<file path="src/rtl/waveform_pkg.sv">
// Shared definitions for the waveform loader: FSM encoding and the layout of
// the 128-bit parameter word handed to the waveform store.
package waveform_pkg;

    typedef enum logic [1:0] {
        ST_IDLE,
        ST_INIT,
        ST_STREAM,
        ST_FLUSH
    } wf_state_e;

    localparam int WF_PARAM_W = 128;
    localparam int WF_LEN_LSB = 0;
    localparam int WF_LEN_W   = 32;
    localparam int WF_HI_LSB  = 32;
    localparam int WF_HI_W    = 96;
    localparam int WF_MIN_LEN = 2;

    function automatic logic [WF_PARAM_W-1:0] wf_pack_params(
        input logic [WF_HI_W-1:0]  hi,
        input logic [WF_LEN_W-1:0] len
    );
        logic [WF_PARAM_W-1:0] p;
        p = '0;
        p[WF_HI_LSB  +: WF_HI_W]  = hi;
        p[WF_LEN_LSB +: WF_LEN_W] = len;
        return p;
    endfunction

endpackage

</file>
<file path="src/rtl/axis_skid_buf.sv">
// Registered AXI-Stream stage with a one-entry skid register; the upstream
// ready is a pure function of skid occupancy, so it never depends on m_ready.
module axis_skid_buf #(
    parameter int DATA_W = 32
) (
    input  logic              clk,
    input  logic              rst,
    input  logic [DATA_W-1:0] s_data,
    input  logic              s_last,
    input  logic              s_valid,
    output logic              s_ready,
    output logic [DATA_W-1:0] m_data,
    output logic              m_last,
    output logic              m_valid,
    input  logic              m_ready
);

    logic [DATA_W-1:0] skid_data;
    logic              skid_last;
    logic              skid_valid;
    logic              out_free;

    assign s_ready  = !skid_valid;
    assign out_free = m_ready || !m_valid;

    // NOTE: datapath registers are reset too, so the stream outputs read as zero during reset.
    always_ff @(posedge clk or posedge rst) begin
        if (rst) begin
            m_data     <= '0;
            m_last     <= 1'b0;
            m_valid    <= 1'b0;
            skid_data  <= '0;
            skid_last  <= 1'b0;
            skid_valid <= 1'b0;
        end else if (out_free) begin
            if (skid_valid) begin
                m_data     <= skid_data;
                m_last     <= skid_last;
                m_valid    <= 1'b1;
                skid_valid <= 1'b0;
            end else if (s_valid) begin
                m_data  <= s_data;
                m_last  <= s_last;
                m_valid <= 1'b1;
            end else begin
                m_last  <= 1'b0;
                m_valid <= 1'b0;
            end
        end else if (s_valid && s_ready) begin
            // Output is stalled: park the word that was already accepted.
            skid_data  <= s_data;
            skid_last  <= s_last;
            skid_valid <= 1'b1;
        end
    end

endmodule

</file>
<file path="src/rtl/waveform_loader.sv">
// Loads one waveform: requests a write-init from the store, then forwards
// exactly cfg_wf_len stream words with tlast on the final one.
module waveform_loader
    import waveform_pkg::*;
#(
    parameter int DATA_W         = 32,
    parameter int LEN_W          = 16,
    parameter int TIMEOUT_CYCLES = 1024
) (
    input  logic                  clk_in1,
    input  logic                  reset,
    input  logic                  start,
    input  logic [LEN_W-1:0]      cfg_wf_len,
    input  logic [WF_HI_W-1:0]    cfg_param_hi,
    output logic [WF_PARAM_W-1:0] waveform_parameters,
    output logic                  init_wf_write,
    input  logic                  wf_write_ready,
    input  logic [DATA_W-1:0]     src_axis_tdata,
    input  logic                  src_axis_tvalid,
    output logic                  src_axis_tready,
    output logic [DATA_W-1:0]     wfin_axis_tdata,
    output logic                  wfin_axis_tvalid,
    output logic                  wfin_axis_tlast,
    output logic [DATA_W/8-1:0]   wfin_axis_tkeep,
    input  logic                  wfin_axis_tready,
    output logic                  busy,
    output logic                  done,
    output logic                  err_len,
    output logic                  err_timeout,
    output logic [LEN_W-1:0]      word_count
);

    localparam int TMO_W = $clog2(TIMEOUT_CYCLES + 1);

    wf_state_e          state;
    logic [LEN_W-1:0]   len_q;
    logic [LEN_W-1:0]   taken_cnt;
    logic [WF_HI_W-1:0] param_hi_q;
    logic [TMO_W-1:0]   tmo_cnt;
    logic               err_len_q;
    logic               start_ok;
    logic               stream_open;
    logic               skid_ready;
    logic               src_hs;
    logic               wfin_hs;
    logic               last_take;
    logic               init_expired;

    assign start_ok     = start && (cfg_wf_len >= LEN_W'(WF_MIN_LEN));
    assign stream_open  = (state == ST_STREAM) && (taken_cnt < len_q);
    assign last_take    = (taken_cnt == len_q - LEN_W'(1));
    assign init_expired = (state == ST_INIT) && !wf_write_ready &&
                          (tmo_cnt == TMO_W'(TIMEOUT_CYCLES - 1));

    assign src_axis_tready     = stream_open && skid_ready;
    assign src_hs              = src_axis_tvalid && src_axis_tready;
    assign wfin_hs             = wfin_axis_tvalid && wfin_axis_tready;
    assign wfin_axis_tkeep     = {(DATA_W/8){wfin_axis_tvalid}};
    assign waveform_parameters = wf_pack_params(param_hi_q, WF_LEN_W'(len_q));
    assign init_wf_write       = (state == ST_INIT);
    assign busy                = (state != ST_IDLE);
    assign done                = (state == ST_FLUSH) && wfin_hs && wfin_axis_tlast;
    assign err_len             = err_len_q;
    assign err_timeout         = init_expired;

    axis_skid_buf #(
        .DATA_W (DATA_W)
    ) u_skid (
        .clk     (clk_in1),
        .rst     (reset),
        .s_data  (src_axis_tdata),
        .s_last  (last_take),
        .s_valid (src_axis_tvalid && stream_open),
        .s_ready (skid_ready),
        .m_data  (wfin_axis_tdata),
        .m_last  (wfin_axis_tlast),
        .m_valid (wfin_axis_tvalid),
        .m_ready (wfin_axis_tready)
    );

    // NOTE: all state updates use non-blocking assignments so every branch sees pre-edge values.
    always_ff @(posedge clk_in1 or posedge reset) begin
        if (reset) begin
            state      <= ST_IDLE;
            len_q      <= '0;
            param_hi_q <= '0;
            taken_cnt  <= '0;
            tmo_cnt    <= '0;
            word_count <= '0;
            err_len_q  <= 1'b0;
        end else begin
            err_len_q <= 1'b0;
            if (wfin_hs) begin
                word_count <= word_count + LEN_W'(1);
            end
            case (state)
                ST_IDLE: begin
                    if (start_ok) begin
                        len_q      <= cfg_wf_len;
                        param_hi_q <= cfg_param_hi;
                        taken_cnt  <= '0;
                        tmo_cnt    <= '0;
                        word_count <= '0;
                        state      <= ST_INIT;
                    end else if (start) begin
                        err_len_q <= 1'b1;
                    end
                end
                ST_INIT: begin
                    if (wf_write_ready) begin
                        tmo_cnt <= '0;
                        state   <= ST_STREAM;
                    end else if (init_expired) begin
                        tmo_cnt <= '0;
                        state   <= ST_IDLE;
                    end else begin
                        tmo_cnt <= tmo_cnt + TMO_W'(1);
                    end
                end
                ST_STREAM: begin
                    if (src_hs) begin
                        taken_cnt <= taken_cnt + LEN_W'(1);
                        if (last_take) begin
                            state <= ST_FLUSH;
                        end
                    end
                end
                ST_FLUSH: begin
                    if (done) begin
                        state <= ST_IDLE;
                    end
                end
                default: state <= ST_IDLE;
            endcase
        end
    end

endmodule
</file>
<file path="config.mk">
export PLATFORM = sky130hd
export DESIGN_NAME = waveform_loader
export DESIGN_NICKNAME = d
export VERILOG_FILES = /design/src/rtl/waveform_pkg.sv /design/src/rtl/axis_skid_buf.sv /design/src/rtl/waveform_loader.sv
export SDC_FILE = /design/constraint.sdc
export NUM_CORES = 1
export LEC_CHECK = 0
export BUFFER_PORTS_ARGS = -buffer_cell sky130_fd_sc_hd__buf_2
export CORE_MARGIN = 2
export CORE_UTILIZATION = 51
export CTS_CLUSTER_SIZE = 16
export DETAILED_ROUTE_END_ITERATION = 7
export PLACE_DENSITY = 0.77
export SETUP_SLACK_MARGIN = 0.4
export SYNTH_ARGS = -nofsm -noshare
export SYNTH_HDL_FRONTEND = slang
export SYNTH_HIERARCHICAL = 1
export SYNTH_SLANG_ARGS = --single-unit
</file>
<file path="constraint.sdc">
create_clock -name clk_in1 -period 6.4 [get_ports clk_in1]
set_input_delay 0.64 -clock clk_in1 [delete_from_list [all_inputs] [get_ports clk_in1]]
set_output_delay 0.64 -clock clk_in1 [all_outputs]
set_load 0.05 [all_outputs]
</file>
### Word level (Yosys, flattened, before mapping)

Cells that the tools add are included.

* input port bits: 150
* word-level logic and storage cells: 85
* flip-flop bits (word level): 226

* reduce and logical (&&, ||, !) cells: 27
* $add $sub $neg: 4
* bitwise operators: 1
* equality and inequality tests: 10
* multiplexer cells: 28
* $lt $le $gt $ge: 2

Operators with widths (number)
* $mux W16: 5
* $mux W32: 2
* $mux W11: 3
* $add A16 B1 Y16 const B: 2
* $pmux W16 S2: 1
* $pmux W11 S2: 1
* $eq A16 B16 Y1: 1
* $ge A16 B2 Y1 const B: 1
* $lt A16 B16 Y1: 1
* $sub A16 B1 Y16 const B: 1
* $mux W2: 6
* $add A11 B1 Y11 const B: 1
* $eq A11 B10 Y1 const B: 1
* $logic_and A1 B1 Y1: 11
* $reduce_bool A2 Y1: 5
* $mux W1: 9
* $pmux W2 S4: 1
* $reduce_and A2 Y1: 4
* $ne A2 B2 Y1 const B: 3
* $reduce_and A5 Y1: 1
* $eq A2 B2 Y1 const B: 2
* $logic_not A1 Y1: 3
* $ne A3 B1 Y1 const B: 1
* $reduce_and A3 Y1: 1
* 5 further kinds: 5

### Logic depth before layout (Yosys ltp)

* depth after elaboration: 6
* gate-level depth with buffers: 10

### Modules after synthesis

Netlist, hierarchy kept.

By module, submodules not included
* waveform_loader: instances 1, cells each 651, area an instance 7519.7 um^2, seq. area each 3953.8 um^2
* axis_skid_buf: instances 1, cells each 187, area an instance 2946.6 um^2, seq. area each 1701.6 um^2

### Worst setup path after synthesis

Ideal clock, no wire load.

* kind: register to output
* from: register state[0]
* to: output port err_timeout
* slack: 3.111 ns
* path buffers: 0
* data arrival time: 2.649 ns
* stages on the path, launching flop included: 4
* path through: dfrtp_1 > nor2b_1 > nand2_1 > nor3_1

* word-level cells in the longest chain between the ends: 3

Ends and longest elaborated chain
* from (decl): RTL line waveform_loader.sv:35 `wf_state_e state;`
* from (signal assigned): RTL line waveform_loader.sv:84 `state <= ST_IDLE;`
* from (signal assigned): RTL line waveform_loader.sv:104 `state <= ST_INIT;`
* from (signal assigned): RTL line waveform_loader.sv:112 `state <= ST_STREAM;`
* $eq A2 B1 Y1
* named net init_wf_write: RTL line waveform_loader.sv:16 `output logic init_wf_write,`
* $logic_and A1 B1 Y1 (2 in a row): RTL line waveform_loader.sv:52 `assign init_expired = (state == ST_INIT) && !wf_write_ready &&`
* to (decl): RTL line waveform_loader.sv:29 `output logic err_timeout,`

The timed path passes the listed nets, and every way through them passes these cells.

### Final worst setup path

* from: register len_q[10]
* to: output port src_axis_tready

* word-level cells in the longest chain between the ends: 3

Ends and longest elaborated chain
* from (decl): RTL line waveform_loader.sv:36 `logic [LEN_W-1:0] len_q;`
* from (signal assigned): RTL line waveform_loader.sv:99 `len_q <= cfg_wf_len;`
* $lt A16 B16 Y1: RTL line waveform_loader.sv:50 `assign stream_open = (state == ST_STREAM) && (taken_cnt < len_q);`
* $logic_and A1 B1 Y1: RTL line waveform_loader.sv:50
* $logic_and A1 B1 Y1: RTL line waveform_loader.sv:55 `assign src_axis_tready = stream_open && skid_ready;`
* to (decl): RTL line waveform_loader.sv:20 `output logic src_axis_tready,`

No other way between the ends.

==> results.md <==
- Status: complete, no violations
- Final period util: 54.0%
- Final Slew Violations: 0
- Pre-antenna DRT Iters: 5
- Synth Area in Adders: 2.39%
- Vias in the first global route: slightly below 8000
- CTS H-Tree Depth: 1
- Final Worst Setup Slack: between 2 and 3 ns
- Die height: 147 um
- RSZ-0062 raised after global routing: no
- Setup Skew: around 0.01 ns
- Syn Inst Count: 838
- Largest net degree at the start of global routing: about 120
- Routed vias: ~7500
- Synth area leader: dfrtp_1
- Final-report setup violation count: 0
- Layout cells sized above 1: a little over two fifths
- Largest family of logic cells by synthesized area: multiplexers
- Syn Std Cell Area: between 10000 and 15000 um2
- Synth warnings: 6
- Routed Antenna Nets: 0
- Hpwl dp: ~18 mm
- Post-Route WL: 25.0 mm
- Asr flop ratio synth: 100%
- Tmin final: 3.45 ns
- Max incr delay on CP: between 0.4 and 0.5 ns
- CTS tree: done
- GP Congestion: between 0.8 and 0.9
- VDD IR max: a little over 0.4 mV
- FMAX: slightly below 300 MHz
- Clock sinks: roughly 230
- Synth Register Bits: 226
- Setup TNS Final: 0 ns
- Top-area cell type share of the netlist area: 54.0%
- Crit path kind: reg -> out
- Post-synthesis mux area share: a little over a fifth
- ANT cells: 0
- Worst EP required: 5.76 ns
- Avg WL per Cell: between 15 and 20 um
- Crit path arrival time: ~2.8 ns
- Total grt overflow: 0
- Clock Pin Slew Worst Setup and Hold Paths: 0.06 ns
- Crit-path slowest cell: o31ai_4
- Top Ports: about 340
- Worst slew margin: roughly two fifths
- Max-Cap Viols: 0
- Min-delay worst type: in -> async
- Power Dens Cells: between 500 and 600 nW/um2
- Die footprint: between 20000 and 25000 um2
- Final hold violation count: 0
- Fill count: between 1500 and 2000
- Post-CTS sizing: 0
- Layout area overhead: 23.7%
- Deepest clock path buffer count: 3
- Fin nets: 1325
- Distinct cells, synth: 59
- Pleak: between 6 and 7 nW
- Synth area leaders: dfrtp_1 54%, mux2_2 12%, mux2_1 8.7%
- Synth Area in Compound Gates: 4.73%
- Critical path cell sequence: inv_1 -> ha_1 -> a21o_1 -> a21oi_1 -> nand2_1 -> o31ai_4 -> and3_1 -> buf_2
- CP Launch Type: flip-flop
- Number of buffers created by CTS: 25
- Crit end category: primary output
- Starting Density: 51.9%
- CP max FO: 10
- Synth Area in Simple Gates: a little under a tenth
- Chip width: about 150 um
- Main synth FF type: dfrtp_1
- Avg Cell Area, Syn: roughly 12 um2
- Post-place setup slack: between 3 and 4 ns
- Clk_lat worst skew: about 0.5 ns
- Setup Buffers After CTS: 0
- Cell row count: between 50 and 60
- Via density per instance: about 5.2
- # hold bufs at CTS: 0
- Number of synthesized flops with an enable pin: 0
- Slew @ Worst Pin: approximately 0.9 ns
- CTS root buffer: clkbuf_16
- Power consumption: around 7.6 mW
- Core ar.: 20200 um2
- Initial antenna violation count: 2
- Initial DRC count: ~280
- GRT Overall Usage: between 20% and 30%
- Post-Synth XOR/XNOR Area: under 10%
- Sequential area share after synthesis: between 50% and 60%
- # port buffers: 321
- # DRC: 0
- First-pass GRT wire length: ~40 mm
==> state kept, by name, indices dropped and copies added (netlist names), named ones only <==
name / count
state: 1
u_skid/skid_valid: 1
taken_cnt: 16
u_skid/m_valid: 1
len_q: 16
param_hi_q: 96
u_skid/m_last: 1
u_skid/skid_data: 32
word_count: 16
u_skid/m_data: 32
u_skid/skid_last: 1
tmo_cnt: 11
err_len: 1
==> synth_stat cells, types with 2 or more instances <==
master	count
and3_1	7
ha_1	20
inv_1	26
buf_1	4
mux2i_1	4
o211ai_1	2
nand3_1	20
buf_6	5
mux2_2	112
or4_1	7
nor2b_1	7
or2_2	3
mux2_1	81
a21o_1	4
xnor2_1	24
clkbuf_1	5
o21ai_0	31
xor2_1	21
nor2_1	50
buf_4	20
a21oi_1	19
a31oi_1	5
buf_2	17
a221oi_1	3
o31ai_1	6
nor3_1	7
or3_1	8
dfrtp_1	226
and4_1	2
nand4_1	19
nand2_1	45
==> power breakdown <==
group	internal [mW]	switching, mW
combinational	1.10	2.73
clock	0.766	0.555
sequential	2.04	0.410
total	3.91	3.69
==> routing by layer <==
layer,wire length (um),GRT usage (%)
met5,30,0
met4,735,7.07
met3,2170,6.86
met2,11700,37.5
met1,10300,29.6
==> cell families (layout without fill, tap and decap cells) <==
kind of cell	Yosys count	in the layout
other	1	16
adder cells (fa/ha/maj)	20	20
flip-flops	226	226
AND/OR/NAND/NOR	191	191
XOR/XNOR	46	46
AO/OA/AOI/OAI	79	79
multiplexers	197	197
buffers and inverters	78	397
==> final timing paths <==
| kind | startpoint | cells past startpoint | to | slack (ns) |
|---|---|---|---|---|
| min reg2reg | param_hi_q[60] | 1 | param_hi_q[60] | 0.48 |
| min | reset | 2 | u_skid/m_data[16] | 0.26 |
| max | len_q[10] | 8 | src_axis_tready | 2.95 |
| max in group asynchronous | reset | 3 | word_count[3] | 4.64 |
| max reg2reg | len_q[10] | 10 | u_skid/skid_data[11] | 3.13 |
| min in group clk_in1 | cfg_param_hi[33] | 2 | param_hi_q[33] | 0.34 |
==> cell usage in the layout, fill, tap and decap left out, types with 16 or more instances in the layout <==
cell type and n:
nor2_1 50, xor2_1 21, clkbuf_16 25, conb_1 16, a21oi_1 19, mux2_2 112
inv_1 24, nand3_1 20, xnor2_1 24, nand2_1 45, ha_1 20, o21ai_0 31
nand4_1 19, mux2_1 81, dfrtp_1 226, buf_2 321
==> cell type report <==
| class | count | area, um2 | area share, % |
|---|---|---|---|
| clock buffers | 36 | 707 | 5.46 |
| clock inverters | 8 | 47.5 | 0.367 |
| inverters | 26 | 103 | 0.792 |
| multi-input cells | 549 | 4430 | 34.2 |
| flip-flops and latches | 226 | 5660 | 43.7 |
| well taps | 270 | 338 | 2.61 |
| repair buffers | 327 | 1660 | 12.9 |
==> through the flow <==
step	area (um2)	util, %	cells	hold WS, ns
2_1_floorplan	10500	-	853	0.475
3_3_place_gp	12200	60.4	1398	0.462
3_5_place_dp	12200	60.4	1398	0.469
4_1_cts	12900	64.2	1442	0.266
5_1_grt	12900	64.2	1442	0.311
6_report	12900	64.2	1442	0.264
==> critical path: cells and delay by family, from the launching register on <==
kind	cells	cell delay, ns
AOI/OAI and AO/OA	3	0.83
and+or+nand+nor	2	0.37
DFF	1	0.46
buffers and inverters	2	0.34
adders and majority gates	1	0.30
No activity file was read; power rests on OpenSTA's default activity.
